$ cat src/rtl/pipeline_pkg.sv
// Shared pipeline definitions: loader state encoding and target-memory geometry defaults (shared with m1).
package pipeline_pkg;

    localparam int DEF_ADDR_W    = 12;
    localparam int DEF_MEM_BYTES = 4096;
    localparam int DEF_CNT_W     = 11;

    typedef enum logic [1:0] {
        IDLE = 2'd0,
        WAIT = 2'd1,
        WR   = 2'd2,
        DONE = 2'd3
    } ldr_state_e;

endpackage

$ cat src/rtl/prog_loader_ser.sv
// 32->8 serializer: latches a word, presents bytes little-endian one per advance, flags byte 3.
module prog_loader_ser (
    input  logic        clk,
    input  logic        reset,
    input  logic        load,
    input  logic [31:0] word,
    input  logic        advance,
    output logic [7:0]  data_byte,
    output logic        last
);

    logic [31:0] sh_r;
    logic [1:0]  ctr_r;

    // Word shift register and byte counter; the low byte is always the one on the bus.
    always_ff @(posedge clk) begin
        if (reset) begin
            sh_r  <= 32'd0;
            ctr_r <= 2'd0;
        end else if (load) begin
            sh_r  <= word;
            ctr_r <= 2'd0;
        end else if (advance) begin
            sh_r  <= {8'd0, sh_r[31:8]};
            ctr_r <= ctr_r + 2'd1;
        end else begin
            sh_r  <= sh_r;
            ctr_r <= ctr_r;
        end
    end

    assign data_byte = sh_r[7:0];
    assign last      = (ctr_r == 2'd3);

endmodule

$ cat src/rtl/prog_loader.sv
// Boot-time program loader: streams 32-bit words into byte-wide memory and holds the pipeline in reset until done.
// Optional running word checksum port enabled by defining PROG_LOADER_CHECKSUM_EN.
module prog_loader
    import pipeline_pkg::*;
#(
    parameter int ADDR_W    = DEF_ADDR_W,
    parameter int MEM_BYTES = DEF_MEM_BYTES,
    parameter int CNT_W     = DEF_CNT_W
) (
    input  logic              clk,
    input  logic              reset,
    input  logic              start,
    input  logic [CNT_W-1:0]  load_count,
    input  logic              in_valid,
    input  logic [31:0]       in_data,
    output logic              in_ready,
    output logic              mem_we,
    output logic [ADDR_W-1:0] mem_addr,
    output logic [7:0]        mem_wdata,
    output logic              cpu_reset,
    output logic              busy,
    output logic              done,
    output logic              err
`ifdef PROG_LOADER_CHECKSUM_EN
    ,output logic [31:0]      checksum
`endif
);

    localparam logic [CNT_W-1:0] MAX_WORDS = CNT_W'(MEM_BYTES / 4);

    ldr_state_e        state_r, state_n;
    logic [CNT_W-1:0]  words_left_r;
    logic [ADDR_W-1:0] addr_r;
    logic              in_ready_r, mem_we_r, cpu_reset_r, busy_r, done_r, err_r;
    logic              start_s, too_big_s, accept_s, last_s, in_wr_s;

    assign start_s   = start && ((state_r == IDLE) || (state_r == DONE));
    assign too_big_s = (load_count > MAX_WORDS);
    assign accept_s  = in_valid && (state_r == WAIT);
    assign in_wr_s   = (state_r == WR);

    prog_loader_ser u_ser (
        .clk       (clk),
        .reset     (reset),
        .load      (accept_s),
        .word      (in_data),
        .advance   (in_wr_s),
        .data_byte (mem_wdata),
        .last      (last_s)
    );

    // Next-state logic; a zero or oversize count finishes immediately without writes.
    always_comb begin
        state_n = state_r;
        case (state_r)
            IDLE, DONE: begin
                if (start) begin
                    if ((load_count == {CNT_W{1'b0}}) || too_big_s) state_n = DONE;
                    else                                           state_n = WAIT;
                end else begin
                    state_n = state_r;
                end
            end
            WAIT: begin
                if (accept_s) state_n = WR;
                else          state_n = WAIT;
            end
            WR: begin
                if (last_s) begin
                    if (words_left_r == CNT_W'(1)) state_n = DONE;
                    else                           state_n = WAIT;
                end else begin
                    state_n = WR;
                end
            end
            default: state_n = IDLE;
        endcase
    end

    // State, counters and outputs; outputs are registered from the next state so they align with it.
    always_ff @(posedge clk) begin
        if (reset) begin
            state_r      <= IDLE;
            words_left_r <= {CNT_W{1'b0}};
            addr_r       <= {ADDR_W{1'b0}};
            in_ready_r   <= 1'b0;
            mem_we_r     <= 1'b0;
            cpu_reset_r  <= 1'b1;
            busy_r       <= 1'b0;
            done_r       <= 1'b0;
            err_r        <= 1'b0;
        end else begin
            state_r     <= state_n;
            in_ready_r  <= (state_n == WAIT);
            mem_we_r    <= (state_n == WR);
            cpu_reset_r <= (state_n != DONE);
            busy_r      <= (state_n == WAIT) || (state_n == WR);
            done_r      <= (state_n == DONE);
            if (start_s) begin
                words_left_r <= load_count;
                err_r        <= too_big_s;
            end else if (in_wr_s && last_s) begin
                words_left_r <= words_left_r - CNT_W'(1);
                err_r        <= err_r;
            end else begin
                words_left_r <= words_left_r;
                err_r        <= err_r;
            end
            // Address saturates at the top of memory rather than wrapping onto byte 0.
            if (start_s) begin
                addr_r <= {ADDR_W{1'b0}};
            end else if (in_wr_s && (addr_r != {ADDR_W{1'b1}})) begin
                addr_r <= addr_r + ADDR_W'(1);
            end else begin
                addr_r <= addr_r;
            end
        end
    end

`ifdef PROG_LOADER_CHECKSUM_EN
    logic [31:0] cksum_r;

    // Modulo-2^32 sum of accepted words, cleared by each accepted start.
    always_ff @(posedge clk) begin
        if (reset) begin
            cksum_r <= 32'd0;
        end else if (start_s) begin
            cksum_r <= 32'd0;
        end else if (accept_s) begin
            cksum_r <= cksum_r + in_data;
        end else begin
            cksum_r <= cksum_r;
        end
    end

    assign checksum = cksum_r;
`endif

    assign in_ready  = in_ready_r;
    assign mem_we    = mem_we_r;
    assign mem_addr  = addr_r;
    assign cpu_reset = cpu_reset_r;
    assign busy      = busy_r;
    assign done      = done_r;
    assign err       = err_r;

endmodule
$ cat config.mk
export PLATFORM = sky130hd
export DESIGN_NAME = prog_loader
export DESIGN_NICKNAME = d
export VERILOG_FILES = /design/src/rtl/pipeline_pkg.sv /design/src/rtl/prog_loader_ser.sv /design/src/rtl/prog_loader.sv
export SDC_FILE = /design/constraint.sdc
export NUM_CORES = 1
export LEC_CHECK = 0
export CORE_UTILIZATION = 50
export DETAILED_ROUTE_END_ITERATION = 12
export HOLD_SLACK_MARGIN = 0.02
export PLACE_DENSITY = 0.89
export SYNTH_ARGS = -nofsm -noshare
export SYNTH_HDL_FRONTEND = slang
export SYNTH_SLANG_ARGS = --single-unit
$ cat constraint.sdc
create_clock -name clk -period 2.9 [get_ports clk]
set_input_delay 0.29 -clock clk [delete_from_list [all_inputs] [get_ports clk]]
set_output_delay 0.29 -clock clk [all_outputs]
set_load 0.01 [all_outputs]
==> results.yml, run 1 <==
clock_tree:
  cts_num_sinks: 65
  cts-root-buf: "clkbuf_8"
  cts_resized: 0
  cts_tree: "yes"
  clkTransAtPathRegs_ns: 0.07
  cts_hold_buf: 0
  clock_latency_ns: 0.34
  cts-htree-levels: 3
  postCtsSetupBuffers: 0
  cts_buffers: 9
  cts_buffer_depth: 2
final_layout:
  drive_gt1_share_pct: 7.04
  fill_cells: 471
  areaGrowthSynthToFinish_pct: 29.3
  diodes: 0
  num-nets-final: 463
  multiInputGateArea_sq_um: 1600
  register_area_sq_um: 1300
  layout_commonest_cell: "clkdlybuf4s50_1"
  layout_common_cells: "71 x clkdlybuf4s50_1, 65 x dfxtp_1, 41 x nor2_1"
placement:
  port_buffers: 72
  place_ws_ns: 0.482
  place.gp.congestion: 0.803
  hpwlAfterDp_mm: 4.79
floorplan:
  ios: 73
  rows: 28
  die_area_sq_um: 6480
  start_util_pct: 52.1
  core_sq_um: 5920
  chipWidth_um: 80.5
  die_y_um: 80.5
routing:
  drc: 0
  dr_total_vias: 2733
  wl_mm: 7.01
  post_drt_wl_per_cell_um: 14.4
  drtIter0Drc: 116
  avgViaCountPerCell: 5.61
  drtPass1Iterations: 4
  postRouteAntennaNets: 0
power_and_ir_drop:
  switchingPower_mw: 1.04
  power_frac_seq_pct: 40.1
  peakVddDrop_mv: 0.524
  power.density_nw_per_um2: 774
  p_sw_share_pct: 33.6
  power.internal_mw: 2.05
  p_clk_share_pct: 24.4
  p_comb_share_pct: 35.5
  p_leak_nw: 1.40
flow_run:
  cap_violations: 0
sta:
  tightest_slew_ns: 0.653
  fin_tns_setup_ns: 0
  slew_violations: 0
  whs_ns: 0.285
  hold_viol_final: 0
  fin_crit_ns: 2.12
  fin_ws_ns: 0.777
  rsz0062_at_grt: "no"
  setup_viol: 0
  max_slew_margin_pct: 55.9
  clock_skew_ns: 0.00854
  post-route-period-util_pct: 73.2
  fmax_mhz: 471
global_routing:
  track_usage_pct: 22.6
  grt-ovfl-total: 0
  grt_pass1_vias: 2521
  grt_max_degree: 57
  grt_antenna_before_repair: 0
  grt_pass1_wl_mm: 11.3
logic_synthesis:
  ys_seq_elements: 65
  yosysSeqAreaShare_pct: 42.2
  synth_top_cell_by_area: "dfxtp_1"
  syn-instance-count: 347
  synth_area_sq_um: 3080
  ys_types: 41
  synth_area_per_cell_sq_um: 8.88
  synth_warnings: 0
  syn_nets: 403
  synth-edff-count: 0
  synthTopCellsByArea: "dfxtp_1 42%, mux2i_1 8.8%, a211oi_1 8.0%"
  yosys.area.top_type_share_pct: 42.2
  synth_top_flop_cell: "dfxtp_1"
  ys_async_sr_fraction_pct: 0
hold_path:
  hold_depth: 2
  hold_class: "in -> reg"
setup_path:
  path_cells: "inv_1 -> ha_2 -> inv_1 -> buf_4 -> nor4_1 -> a31oi_1 -> a211oi_1"
  critPathSlowestCell: "nor4_1"
  critPathRequiredTime_ns: 3.15
  critPathArrivalTime_ns: 2.38
  crit_path_max_fanout: 11
  cp_common_cell: "inv_1"
  rr_worst_depth: 7
  worstSetupPathType: "reg -> reg"
  cp-start-kind: "flip-flop"
  end_kind: "flip-flop"
  slowest_delay_ns: 0.54
  rrSetupSlack_ns: 0.78
run_status:
  status: "complete, no violations"
layout make-up:
class	instances	share of cell area (%)
tap	75	2.35
timing repair buffer	78	19.1
inverter	11	1.04
multi-input combinational	242	40.2
sequential	65	32.6
clock buffer	13	3.73
clock inverter	3	1.00
metal layers:
layer,vias up,global-route usage (%),wire length [um]
met2,68,36.4,3270
met3,14,5.23,365
met5,-,0,0
met1,1289,28.2,3240
li1,1362,-,-
met4,0,11.3,131
worst max-delay path, delay by kind of cell (launching register included):
kind            cells  cell delay, ns
compound gates      2            0.37
simple gates        1            0.54
buf+inv             3            0.49
fa+ha+maj           1            0.32
flops               1            0.32
power groups by stage:
stage	Sequential (mW)	Combinational, mW	Clock [mW]
after floorplan	1.23	0.769	0
after global placement	1.24	1.05	0
after detailed placement	1.25	1.09	0
after CTS	1.24	1.10	0.762
after global routing	1.26	1.22	0.807
final	1.24	1.10	0.753
worst paths after layout:
kind,startpoint,to
max,state_r[0]$_SDFF_PP0_,mem_addr[11]$_SDFFE_PP0P_
min,reset,words_left_r[8]$_SDFFE_PP0P_
max reg2reg,state_r[0]$_SDFF_PP0_,mem_addr[11]$_SDFFE_PP0P_
min reg2reg,u_ser.sh_r[24]$_SDFFE_PP0P_,u_ser.sh_r[24]$_SDFFE_PP0P_
registers in the layout, summed over array words and instances (netlist names):
name	flops
u_ser.sh_r	32
mem_addr	12
words_left_r	11
state_r	2
u_ser.ctr_r	2
busy	1
cpu_reset	1
done	1
err	1
in_ready	1
mem_we	1
logic make-up after synthesis:
group / Yosys count / synth area share, %
buffers and inverters: 40 / 6.01
xor gates and xnor gates: 11 / 3.12
DFF: 65 / 42.2
AOI/OAI and AO/OA: 75 / 16.8
adders and majority gates: 9 / 3.65
muxes: 27 / 8.77
and+or+nand+nor: 120 / 19.4
cell usage after synthesis, drive strengths merged, types with 2 or more instances:
cell    number
nand4        3
buf         14
a21oi       17
nor2        41
inv         11
ha           9
a31oi        4
a211oi      34
nor4         7
nor3         7
or4          3
xnor2        6
mux2i       27
or3          6
and2         3
a311oi       2
nor2b        3
o21ai       11
clkbuf      15
nand2       22
xor2         5
and4         2
nand3       17
dfxtp       65
nand2b       3
metrics by stage:
stage	total power [mW]	area, sq um	cells	utilization [%]
CTS	3.10	3990	487	67.4
detailed placement	2.34	3800	471	64.2
floorplan	2.00	3080	347	-
finish	3.09	3990	487	67.4
global route	3.29	3990	487	67.4
global placement	2.29	3800	471	64.2
Note: power is estimated with default switching activity, not from simulation.
==> inputs of run 2 (changes only) <==
==> constraint.sdc (replaced) <==
create_clock -name clk -period 2.21 [get_ports clk]
set_input_delay 0.221 -clock clk [delete_from_list [all_inputs] [get_ports clk]]
set_output_delay 0.221 -clock clk [all_outputs]
set_load 0.01 [all_outputs]
==> run 2 against run 1 <==
Against the previous run:
- register-to-register slack worse by 0.61 ns
- via count increased by 1.0%
- largest power group unchanged
- critical endpoint is now busy$_SDFF_PP0_
- worst hold slack got worse by 0.0072 ns
- global-route usage up 1.4 points
- clock skew is 0.0028 ns higher
- first-iteration DRC count up 33%
- routed wire length rose by 4.1%
- core utilization up 1.0 points
- count of clock-buffer cells in the layout down 4
- final area grew 1.5%
- non-clock buffer count up 1
==> results.yml, run 2 (synthesized netlist as in run 1, its figures left out) <==
final_layout:
  finalNonFillerCells: 488
  num-nets-final: 464
  design_area_sq_um: 4050
  largest_reg_flops: 32
  areaGrowthSynthToFinish_pct: 31.3
  drive_gt1_share_pct: 7.99
  layout_commonest_cell: "clkdlybuf4s50_1"
  top_register: "u_ser.sh_r"
  diodes: 0
  final_util_pct: 68.4
  layout_common_cells: "71 x clkdlybuf4s50_1, 65 x dfxtp_1, 41 x nor2_1"
setup_path:
  cpLargestDelayFamily: "simple AND/OR/NAND/NOR gates"
  critPathSlowestCell: "nor4_1"
  critPathRequiredTime_ns: 2.43
  slowest_delay_ns: 0.36
  path_cells: "inv_1 -> ha_2 -> inv_1 -> nor4_1 -> a22oi_1 -> nand2_1 -> ha_1 -> nor2b_1"
  end_kind: "flip-flop"
  worstSetupPathType: "reg -> reg"
  crit_cells: 8
  critPathArrivalTime_ns: 2.26
  cp_common_cell: "inv_1"
  cp-start-kind: "flip-flop"
  rr_worst_depth: 8
  worst-path-buf-inv: 2
  crit_path_max_fanout: 10
global_routing:
  use_met3_pct: 6.36
  grt_max_degree: 57
  grt-ovfl-total: 0
  met2_usage_pct: 39.2
  grt_pass1_vias: 2667
  grt_busiest_layer: "met2"
  grt_pass1_wl_mm: 12.1
  grt_antenna_before_repair: 0
  track_usage_pct: 24.0
  grt.met1_usage_pct: 29.9
sta:
  slew_violations: 0
  tightest_slew_ns: 0.612
  rsz0062_at_grt: "no"
  clock_skew_ns: 0.0113
  hold_viol_final: 0
  max_slew_margin_pct: 58.7
  fin_crit_ns: 2.04
  post-route-period-util_pct: 92.4
  fmax_mhz: 490
  setup_viol: 0
power_and_ir_drop:
  total_power_mw: 4.31
  power.density_nw_per_um2: 1060
  peakVddDrop_mv: 0.676
  p_leak_nw: 1.42
placement:
  place.gp.congestion: 0.837
  place_area_sq_um: 3810
  hpwlAfterDp_mm: 5.01
  dpl.cell_count: 472
  port_buffers: 72
routing:
  dr_total_vias: 2761
  drtIter0Drc: 154
  drc: 0
  postRouteAntennaNets: 0
  drtPass1Iterations: 4
  wl_mm: 7.29
  avgViaCountPerCell: 5.66
  post_drt_wl_per_cell_um: 14.9
flow_run:
  cap_violations: 0
clock_tree:
  cts_buffer_depth: 2
  cts_num_sinks: 65
  cts_resized: 0
  cts_buffers: 9
  cts-root-buf: "clkbuf_8"
  clock_latency_ns: 0.35
  cts-htree-levels: 3
  cts_tree: "yes"
  postCtsSetupBuffers: 0
  cts_hold_buf: 0
  clkTransAtPathRegs_ns: 0.07
hold_path:
  hold_depth: 2
  hold_class: "in -> reg"
run_status:
  status: "complete, no violations"
floorplan:
  die_area_sq_um: 6480
  die_y_um: 80.5
  core_sq_um: 5920
  start_util_pct: 52.1
  ios: 73
  rows: 28
  chipWidth_um: 80.5
==> run 2: path summary, 6_finish.rpt <==
kind	start	end	slack (ns)
min	reset	in_ready$_SDFF_PP0_	0.28
max reg2reg	state_r[0]$_SDFF_PP0_	busy$_SDFF_PP0_	0.17
max	state_r[0]$_SDFF_PP0_	busy$_SDFF_PP0_	0.17
min reg2reg	u_ser.sh_r[25]$_SDFFE_PP0P_	u_ser.sh_r[25]$_SDFFE_PP0P_	0.48
==> run 2: worst reg2reg max path, cell delays in order (launching register included) <==
cell     delay (ns)
dfxtp_1        0.32
inv_1          0.06
ha_2           0.30
inv_1          0.19
nor4_1         0.36
a22oi_1        0.20
nand2_1        0.13
ha_1           0.23
nor2b_1        0.13
==> run 2: final cells by class <==
class                           instances  area (sq um)
Clock buffer                            9           124
Multi-Input combinational cell        242          1600
Fill cell                             468          1870
Inverter                               11          41.3
Sequential cell                        65          1300
Timing Repair Buffer                   79           768
Tap cell                               75          93.8
Clock inverter                          7           119
==> run 2: per-stage QoR <==
stage	setup WS [ns]	hold slack [ns]	setup TNS, ns
after global routing	0.00287	0.313	0
after detailed placement	-0.124	0.463	-0.133
after CTS	0.193	0.268	0
final	0.168	0.278	0
after global placement	-0.0470	0.451	-0.0470
after floorplan	0.141	0.357	0
==> run 2: report_power, final <==
| part | leakage [nW] | internal [mW] | switching, mW |
|---|---|---|---|
| sequential | 0.531 | 1.44 | 0.186 |
| clock | 0.115 | 0.749 | 0.479 |
| combinational | 0.775 | 0.702 | 0.755 |
| total | 1.42 | 2.89 | 1.42 |
==> run 2: layer usage <==
| metal | vias to the layer above | wire (um) |
|---|---|---|
| met2 | 70 | 3570 |
| met1 | 1319 | 3320 |
| met5 | - | 0 |
| met3 | 8 | 314 |
| li1 | 1364 | - |
| met4 | 0 | 90 |
==> patch (flow settings as in run 1) <==
Set the package constant `DEF_CNT_W` to 15 (it was 11).
--- a/src/rtl/pipeline_pkg.sv
+++ b/src/rtl/pipeline_pkg.sv
@@ -3,7 +3,7 @@
 
     localparam int DEF_ADDR_W    = 12;
     localparam int DEF_MEM_BYTES = 4096;
-    localparam int DEF_CNT_W     = 11;
+    localparam int DEF_CNT_W     = 15;
 
     typedef enum logic [1:0] {
         IDLE = 2'd0,
Interface: changed (resized load_count); port bits go from 73 to 77. No check against the original RTL was run, so the function may have changed too.
==> patch against run 1 <==
- the flow now finishes with violations (design-rule violations)
- power rose by 13%
- core utilization down 0.47 points
- combinational power increased by 18%
- clock skew down 0.0039 ns
- synthesized cell count grew 7.2%
- wire length increased by 5.3%
- synthesized area grew 9.2%
- design area up 7.7%
- sequential cell count up 4
- cell count rose by 5.5%
- maximum frequency fell by 1.4%
- count of clock-buffer cells in the layout shrank 1
- worst setup slack got worse by 0.030 ns
- highest routed layer unchanged
==> patch: results (changes against run 1) <==
| Stage | Parameter | Reported | Change |
| --- | --- | --- | --- |
| outcome | Outcome | complete, but fails checks | was finished clean |
| outcome | Violations in the final reports | design-rule violations |  |
| drt | Drt drc | 12 | was 0 |
| global route | Fraction of met3 tracks used by global routing | 6.63% | was 5.23% |
| drt | First-pass DRT Iterations | 8 | was 4 |
| min path | Endpoint, Worst Hold | in_ready$_SDFF_PP0_ | was words_left_r[8]$_SDFFE_PP0P_ |
| placed design | Number of input and output port buffers inserted | 76 | was 72 |
| layout | Multi-Input Combinational | 265 | was 242 |
| global route | Global Route met2 Usage | 36.5% | was 36.4% |
| drt | Aggregate routed wire length | 7380 um | was 7010 um |
| layout | Final net count | 492 | was 463 |
| global route | All-Layer GR Usage | 22.6% | about the same |
| synth | Number of synthesized register bits | 69 | was 65 |
| placed design | Global placement routability congestion | 0.901 | was 0.803 |
| global route | Number of global-route vias before repair | 2836 | was 2521 |
| drt | Vias per inst | 5.74 | was 5.61 |
| drt | Detailed-route wire length per cell | 14.4 um | about the same |
| layout | Share of the final layout cell area in multi-input gates | 41.8% | was 40.2% |
| power | Comb. pwr | 1.30 mW | was 1.10 mW |
| power | Max VDD drop | 0.537 mV | was 0.524 mV |
| global route | Met1 GRT Util | 27.9% | was 28.2% |
| power | Clock network power consumption | 0.821 mW | was 0.753 mW |
| layout | ClkCell Share | 4.84% | was 4.74% |
| synth | Biggest area contributors in the synthesized netlist | sky130_fd_sc_hd__dfxtp_1 (41%), sky130_fd_sc_hd__mux2i_1 (8.0%), sky130_fd_sc_hd__a211oi_1 (7.6%) | was sky130_fd_sc_hd__dfxtp_1 (42%), sky130_fd_sc_hd__mux2i_1 (8.8%), sky130_fd_sc_hd__a211oi_1 (8.0%) |
| drt | Wire length on met1 | 3340 um | was 3240 um |
| placed design | Area post-placement | 4090 um^2 | was 3800 um^2 |
| drt | Count of routing violations after the opening detailed-route iteration | 148 | was 116 |
| synth | Post-synthesis share of cell area spent on xor and xnor gates | 3.12% | was 3.13% |
-- patch: changes by cell type in the layout (fill, tap and decap cells not counted), moves of 4 or more --
cell | run 1 | this run
sky130_fd_sc_hd__a21oi_1 | 17 | 21
sky130_fd_sc_hd__a31oi_1 | 4 | 0
sky130_fd_sc_hd__clkdlybuf4s50_1 | 71 | 75
sky130_fd_sc_hd__dfxtp_1 | 65 | 69
sky130_fd_sc_hd__inv_1 | 11 | 6
sky130_fd_sc_hd__nand3_1 | 17 | 9
sky130_fd_sc_hd__nand3b_1 | 1 | 10
sky130_fd_sc_hd__nor2_1 | 41 | 47
sky130_fd_sc_hd__o31ai_1 | 1 | 6
sky130_fd_sc_hd__or4_1 | 2 | 6
sky130_fd_sc_hd__xnor2_1 | 6 | 2
sky130_fd_sc_hd__xor2_1 | 5 | 10
